## src/rtl/pc_gen.sv

```systemverilog
// pc_gen: fetch-stage program counter. Selects the next fetch address from
// trap, buffered redirect, branch, jump or sequential sources. A redirect that
// arrives while the PC is frozen is held in a one-entry buffer and applied on
// the next update cycle.
module pc_gen #(
    parameter int                 WIDTH      = 32,
    parameter int                 STEP       = 4,
    parameter logic [WIDTH-1:0]   RESET_ADDR = '0,
    parameter logic [WIDTH-1:0]   TRAP_ADDR  = 'h80
) (
    input  logic             Clk,
    input  logic             Clr,
    input  logic             En,
    input  logic             Stall,
    input  logic             Trap,
    input  logic             Branch_Taken,
    input  logic [WIDTH-1:0] Branch_Target,
    input  logic             Jump,
    input  logic [WIDTH-1:0] Jump_Target,
    output logic [WIDTH-1:0] IF_Addr,
    output logic             Flush,
    output logic             Pending,
    output logic             Misaligned
);

    // Low address bits that must be zero for a STEP-aligned target.
    // STEP=1 gives an all-zero mask, so nothing is ever misaligned.
    localparam logic [WIDTH-1:0] MASK   = WIDTH'(STEP - 1);
    localparam logic [WIDTH-1:0] STEP_W = WIDTH'(STEP);

    logic [WIDTH-1:0] r_addr;
    logic             r_flush;
    logic             r_mis;
    logic             r_pend_vld;
    logic             r_pend_trap;
    logic             r_pend_mis;
    logic [WIDTH-1:0] r_pend_tgt;

    logic             w_update;
    logic             w_br_mis;
    logic             w_jmp_mis;
    logic             w_new_vld;
    logic             w_new_trap;
    logic             w_new_mis;
    logic [WIDTH-1:0] w_new_tgt;
    logic [WIDTH-1:0] w_nxt_addr;
    logic             w_nxt_flush;
    logic             w_nxt_mis;
    logic             w_capture;

    assign w_update  = En & ~Stall;
    assign w_br_mis  = |(Branch_Target & MASK);
    assign w_jmp_mis = |(Jump_Target & MASK);

    // Resolve this cycle's highest-priority new request; a misaligned target
    // is turned into a trap to TRAP_ADDR and remembered as misaligned.
    always_comb begin
        w_new_vld  = 1'b0;
        w_new_trap = 1'b0;
        w_new_mis  = 1'b0;
        w_new_tgt  = TRAP_ADDR;
        if (Trap) begin
            w_new_vld  = 1'b1;
            w_new_trap = 1'b1;
        end else if (Branch_Taken) begin
            w_new_vld = 1'b1;
            if (w_br_mis) begin
                w_new_trap = 1'b1;
                w_new_mis  = 1'b1;
            end else begin
                w_new_tgt = Branch_Target;
            end
        end else if (Jump) begin
            w_new_vld = 1'b1;
            if (w_jmp_mis) begin
                w_new_trap = 1'b1;
                w_new_mis  = 1'b1;
            end else begin
                w_new_tgt = Jump_Target;
            end
        end
    end

    // Pick the winning candidate for an update cycle: trap class first
    // (buffered or new), then buffered redirect, then new redirect, then
    // the sequential address, which wraps silently at the top of the space.
    always_comb begin
        w_nxt_addr  = r_addr + STEP_W;
        w_nxt_flush = 1'b0;
        w_nxt_mis   = 1'b0;
        if (r_pend_vld && r_pend_trap) begin
            w_nxt_addr  = TRAP_ADDR;
            w_nxt_flush = 1'b1;
            w_nxt_mis   = r_pend_mis;
        end else if (w_new_vld && w_new_trap) begin
            w_nxt_addr  = TRAP_ADDR;
            w_nxt_flush = 1'b1;
            w_nxt_mis   = w_new_mis;
        end else if (r_pend_vld) begin
            w_nxt_addr  = r_pend_tgt;
            w_nxt_flush = 1'b1;
        end else if (w_new_vld) begin
            w_nxt_addr  = w_new_tgt;
            w_nxt_flush = 1'b1;
        end
    end

    // While frozen, buffer a redirect if the slot is free, or if a trap
    // arrives over a buffered non-trap; an older non-trap entry is never
    // displaced by a younger non-trap, and a buffered trap is kept as is.
    assign w_capture = w_new_vld && (!r_pend_vld || (w_new_trap && !r_pend_trap));

    // PC, pulse outputs and redirect buffer; reset overrides everything.
    always_ff @(posedge Clk) begin
        if (Clr) begin
            r_addr      <= RESET_ADDR;
            r_flush     <= 1'b0;
            r_mis       <= 1'b0;
            r_pend_vld  <= 1'b0;
            r_pend_trap <= 1'b0;
            r_pend_mis  <= 1'b0;
            r_pend_tgt  <= RESET_ADDR;
        end else if (w_update) begin
            r_addr      <= w_nxt_addr;
            r_flush     <= w_nxt_flush;
            r_mis       <= w_nxt_mis;
            r_pend_vld  <= 1'b0;
            r_pend_trap <= 1'b0;
            r_pend_mis  <= 1'b0;
        end else begin
            r_flush <= 1'b0;
            r_mis   <= 1'b0;
            if (w_capture) begin
                r_pend_vld  <= 1'b1;
                r_pend_trap <= w_new_trap;
                r_pend_mis  <= w_new_mis;
                r_pend_tgt  <= w_new_tgt;
            end
        end
    end

    assign IF_Addr    = r_addr;
    assign Flush      = r_flush;
    assign Pending    = r_pend_vld;
    assign Misaligned = r_mis;

endmodule

```

## config.mk

```make
export PLATFORM = sky130hd
export DESIGN_NAME = pc_gen
export DESIGN_NICKNAME = d
export VERILOG_FILES = /design/src/rtl/pc_gen.sv
export SDC_FILE = /design/constraint.sdc
export NUM_CORES = 1
export LEC_CHECK = 0
export ABC_AREA = 1
export BUFFER_PORTS_ARGS = -buffer_cell sky130_fd_sc_hd__buf_2
export CAP_MARGIN = 20
export CORE_AREA = 2 2 127 129
export DETAILED_ROUTE_END_ITERATION = 8
export DIE_AREA = 0 0 129 131
export PLACE_DENSITY_LB_ADDON = 0.1
export SETUP_SLACK_MARGIN = 0.2
export SLEW_MARGIN = 20
export SYNTH_ARGS = -nofsm -noshare
export SYNTH_HDL_FRONTEND = slang
export SYNTH_SLANG_ARGS = --single-unit
```

## constraint.sdc

```tcl
create_clock -name Clk -period 2.1 [get_ports Clk]
set_clock_uncertainty 0.2 [all_clocks]
set_input_delay 0.105 -clock Clk [delete_from_list [all_inputs] [get_ports Clk]]
set_output_delay 0.105 -clock Clk [all_outputs]
set_load 0.1 [all_outputs]
```

==> impl_results.rst <==
.. list-table::
   :header-rows: 1

   * - Metric
     - Value
   * - Part of the Yosys area used for sequential elements
     - 0.303
   * - Number of instances on the worst hold path
     - 5
   * - Wirelength, routed
     - 16800 um
   * - Crit. Startpoint
     - Pending
   * - First-pass GRT wire length
     - 25900 um
   * - RSZ-0062 raised after global routing
     - yes
   * - Number of cells traversed by the worst register-to-register path
     - 8
   * - Maximum fanout count along the critical path
     - 14
   * - Final cell area excluding filler cells
     - 0.00615 mm^2
   * - Share of cells above drive strength 1
     - 0.211
   * - Rows
     - 46
   * - Pin slew with the least headroom to its limit
     - 518 ps
   * - PnR Total Power
     - 3.69 mW
   * - Most used cells in the layout excluding fill and tap cells
     - sky130_fd_sc_hd__nand2_1 (311), sky130_fd_sc_hd__buf_2 (105), sky130_fd_sc_hd__nor2_1 (94)
   * - Width of the chip
     - 129 um
   * - Number of filler cells placed in the layout
     - 1783
   * - Total cell area at the placement stage
     - 0.00556 mm^2
   * - Cell-by-cell listing of the critical path
     - nand2_1, inv_1, nor3_1, nand2_1, buf_12, nor2_1, nand2_1, nand2_1
   * - Crit-path leading delay family
     - simple AND/OR/NAND/NOR gates
   * - Routability congestion estimate
     - 0.826
   * - Final Cycle Share
     - 0.857
   * - Clock slew at the register clock pins of the worst setup and hold paths
     - 60 ps
   * - Cell depth of the worst setup path
     - 8
   * - Maximum vdd drop
     - 0.000345 V
   * - Max-cap violations
     - 0
   * - Number of antenna violations at the first check in global routing
     - 0
   * - Number of detailed-routing iterations run before antenna repair
     - 5
   * - Syn Inst Count
     - 807
   * - Mean number of vias per cell
     - 4.61
   * - Largest net degree at the start of global routing
     - 44
   * - Placeable core area
     - 0.0156 mm^2
   * - Effective utilization at floorplan
     - 0.292
   * - Total Die Area
     - 0.0169 mm^2
   * - Average routed wire per standard cell
     - 14.4 um
   * - Setup Total Neg Slack
     - 0 ps
   * - F_max
     - 556 MHz
   * - Mean instance size in the synthesized netlist
     - 5.65 um^2
   * - Final hold violations
     - 0
   * - Power per cell area
     - 599 mW/mm^2
   * - CTS tree
     - done
   * - Final standard cell count with taps included and fillers excluded
     - 1167
   * - Crit path launch type
     - register
   * - Post-synthesis cell area
     - 0.00456 mm^2
   * - Origin of the critical flop-to-flop path
     - Pending
   * - Hold Path Class
     - in -> reg
   * - Worst slack at placement
     - 242 ps
   * - Clock Root Buffer
     - sky130_fd_sc_hd__clkbuf_16
   * - Kind of end point of the critical path
     - register
   * - Clock period minus final worst setup slack
     - 1800 ps
   * - Highest-delay cell along the critical path
     - sky130_fd_sc_hd__dfxtp_4
   * - Crit Path Class
     - reg -> reg
   * - Total of buffers placed on input and output ports
     - 105
   * - Number of vias in the routed layout
     - 5381
   * - Inserted Clock Buffers
     - 9
   * - Number of sinks driven by the clock tree
     - 69
   * - Total count of max-transition violations in the final report
     - 0
   * - Layout overhead on the synthesized area
     - 35.1%
   * - Vertical extent of the die
     - 131 um
   * - Overall routing resource usage
     - 0.199
   * - Util after Layout
     - 0.395
   * - Run status
     - finished, final reports clean
   * - Nets
     - 1018
   * - Syn nets
     - 879
   * - Buf+Inv Stages, Crit Path
     - 2
   * - Required time of the critical path
     - 2180 ps
   * - Synth cell types
     - 29
   * - Most numerous cell on the critical path
     - sky130_fd_sc_hd__nand2_1
   * - Max Root-Sink Buffers
     - 2
   * - Inserted Diodes
     - 0
   * - Remaining max-slew budget at the tightest pin
     - 0.654
   * - Number of warnings reported in the yosys synthesis log
     - 0
   * - Arrival time of the worst setup path
     - 1880 ps
   * - Insertion delay of the later-clocked pin in the worst-skew pair
     - 340 ps
   * - CTS H-tree lvls
     - 3
   * - Leakage power summed over all cells
     - 2.90 nW
   * - DP HPWL
     - 12600 um
   * - I/O pins
     - 106
   * - Post-route worst hold slack
     - 13.6 ps
   * - Violation count after the first detailed-routing iteration
     - 438
   * - Post-synthesis sequential element count
     - 69
   * - Final global-route overflow total
     - 0
   * - Critical hold path startpoint
     - Branch_Target[29]
   * - Total setup violations reported at the end of the flow
     - 0
   * - Placed cell count
     - 1121
   * - Final Worst Setup Slack
     - 301 ps
   * - Slowest Stage Delay on Critical Path
     - 370 ps
   * - Via count of the first global-routing pass
     - 4803
   * - DRC violations left
     - 0
   * - Number of nets with antenna violations after routing
     - 0
   * - Most common cell after layout, fill and taps aside
     - sky130_fd_sc_hd__nand2_1
==> sequential cells by signal, indices dropped and copies added, names as in the netlist <==
name,count
IF_Addr,32
r_pend_tgt,32
Flush,1
Misaligned,1
Pending,1
r_pend_mis,1
r_pend_trap,1
==> metal layers <==
layer	vias to the layer above	wire length, um	share of wire	global-route usage
met5	-	0	0	0
met4	0	212	0.013	0.0492
met3	14	742	0.044	0.0342
met2	149	7480	0.45	0.313
met1	2382	8350	0.50	0.284
li1	2836	-	-	-
==> repair_timing <==
item                                   4_1_cts  5_1_grt
buffers inserted                             0        0
endpoints found under the hold margin       20        0
gates resized for setup                      0        5
hold buffers                                30        0
setup endpoints to repair                    0       11
==> final timing paths <==
check	endpoint	slack [ps]
min reg2reg	r_pend_tgt[13]	240
max	IF_Addr[28]	300
min	r_pend_tgt[29]	10
max reg2reg	IF_Addr[28]	300
==> cells in the mapped netlist <==
cell type | n | area (um^2)
sky130_fd_sc_hd__inv_1 | 76 | 285
sky130_fd_sc_hd__or2_2 | 1 | 6.26
sky130_fd_sc_hd__buf_1 | 3 | 11.3
sky130_fd_sc_hd__nor2_2 | 3 | 18.8
sky130_fd_sc_hd__o22ai_1 | 2 | 12.5
sky130_fd_sc_hd__o21bai_1 | 2 | 15.0
sky130_fd_sc_hd__xnor2_1 | 3 | 26.3
sky130_fd_sc_hd__nand2_2 | 2 | 12.5
sky130_fd_sc_hd__clkbuf_1 | 18 | 67.6
sky130_fd_sc_hd__nand2_1 | 313 | 1170
sky130_fd_sc_hd__buf_6 | 1 | 11.3
sky130_fd_sc_hd__nand3_2 | 2 | 20.0
sky130_fd_sc_hd__nor2_1 | 101 | 379
sky130_fd_sc_hd__nand4_1 | 18 | 113
sky130_fd_sc_hd__xor2_1 | 4 | 35.0
sky130_fd_sc_hd__a22oi_1 | 6 | 45.0
sky130_fd_sc_hd__o211ai_1 | 2 | 15.0
sky130_fd_sc_hd__dfxtp_1 | 69 | 1380
sky130_fd_sc_hd__o21ai_2 | 1 | 8.76
sky130_fd_sc_hd__nand3b_1 | 1 | 7.51
sky130_fd_sc_hd__nor3_1 | 5 | 25.0
sky130_fd_sc_hd__ha_1 | 1 | 12.5
sky130_fd_sc_hd__buf_4 | 3 | 22.5
sky130_fd_sc_hd__inv_2 | 4 | 15.0
sky130_fd_sc_hd__buf_2 | 12 | 60.1
sky130_fd_sc_hd__nand3_1 | 69 | 345
sky130_fd_sc_hd__o2111ai_1 | 1 | 8.76
sky130_fd_sc_hd__a21oi_1 | 46 | 230
sky130_fd_sc_hd__o21ai_0 | 38 | 190
==> worst min-delay path: cells and delay by family <==
kind            cells  cell delay (ps)
simple gates        3              250
buf+inv             1               70
compound gates      1               90
==> cell type report <==
cell class,count,area [um^2],area share
multi-input combinational,621,2750,0.447
sequential,69,1460,0.237
timing repair buffer,165,1090,0.177
inverter,80,300,0.0488
tap,216,270,0.0439
clock buffer,12,236,0.0384
clock inverter,4,47.5,0.00773
==> cells by family (layout without fill, tap and decap cells) <==
kind of cell    count (synthesis)  count (layout)  synth area share
simple gates                  515             515             0.461
buf+inv                       117             261             0.104
flops                          69              69             0.303
xor+xnor                        7               7            0.0135
fa+ha+maj                       1               1           0.00275
compound gates                 98              98             0.115
==> where the power goes <==
| part | leakage (nW) | internal [mW] | switching [mW] |
|---|---|---|---|
| clock network | 0.135 | 0.918 | 0.604 |
| logic | 2.18 | 0.277 | 0.490 |
| registers | 0.582 | 1.36 | 0.0391 |
| total | 2.90 | 2.55 | 1.13 |
No activity file was read; power rests on OpenSTA's default activity.
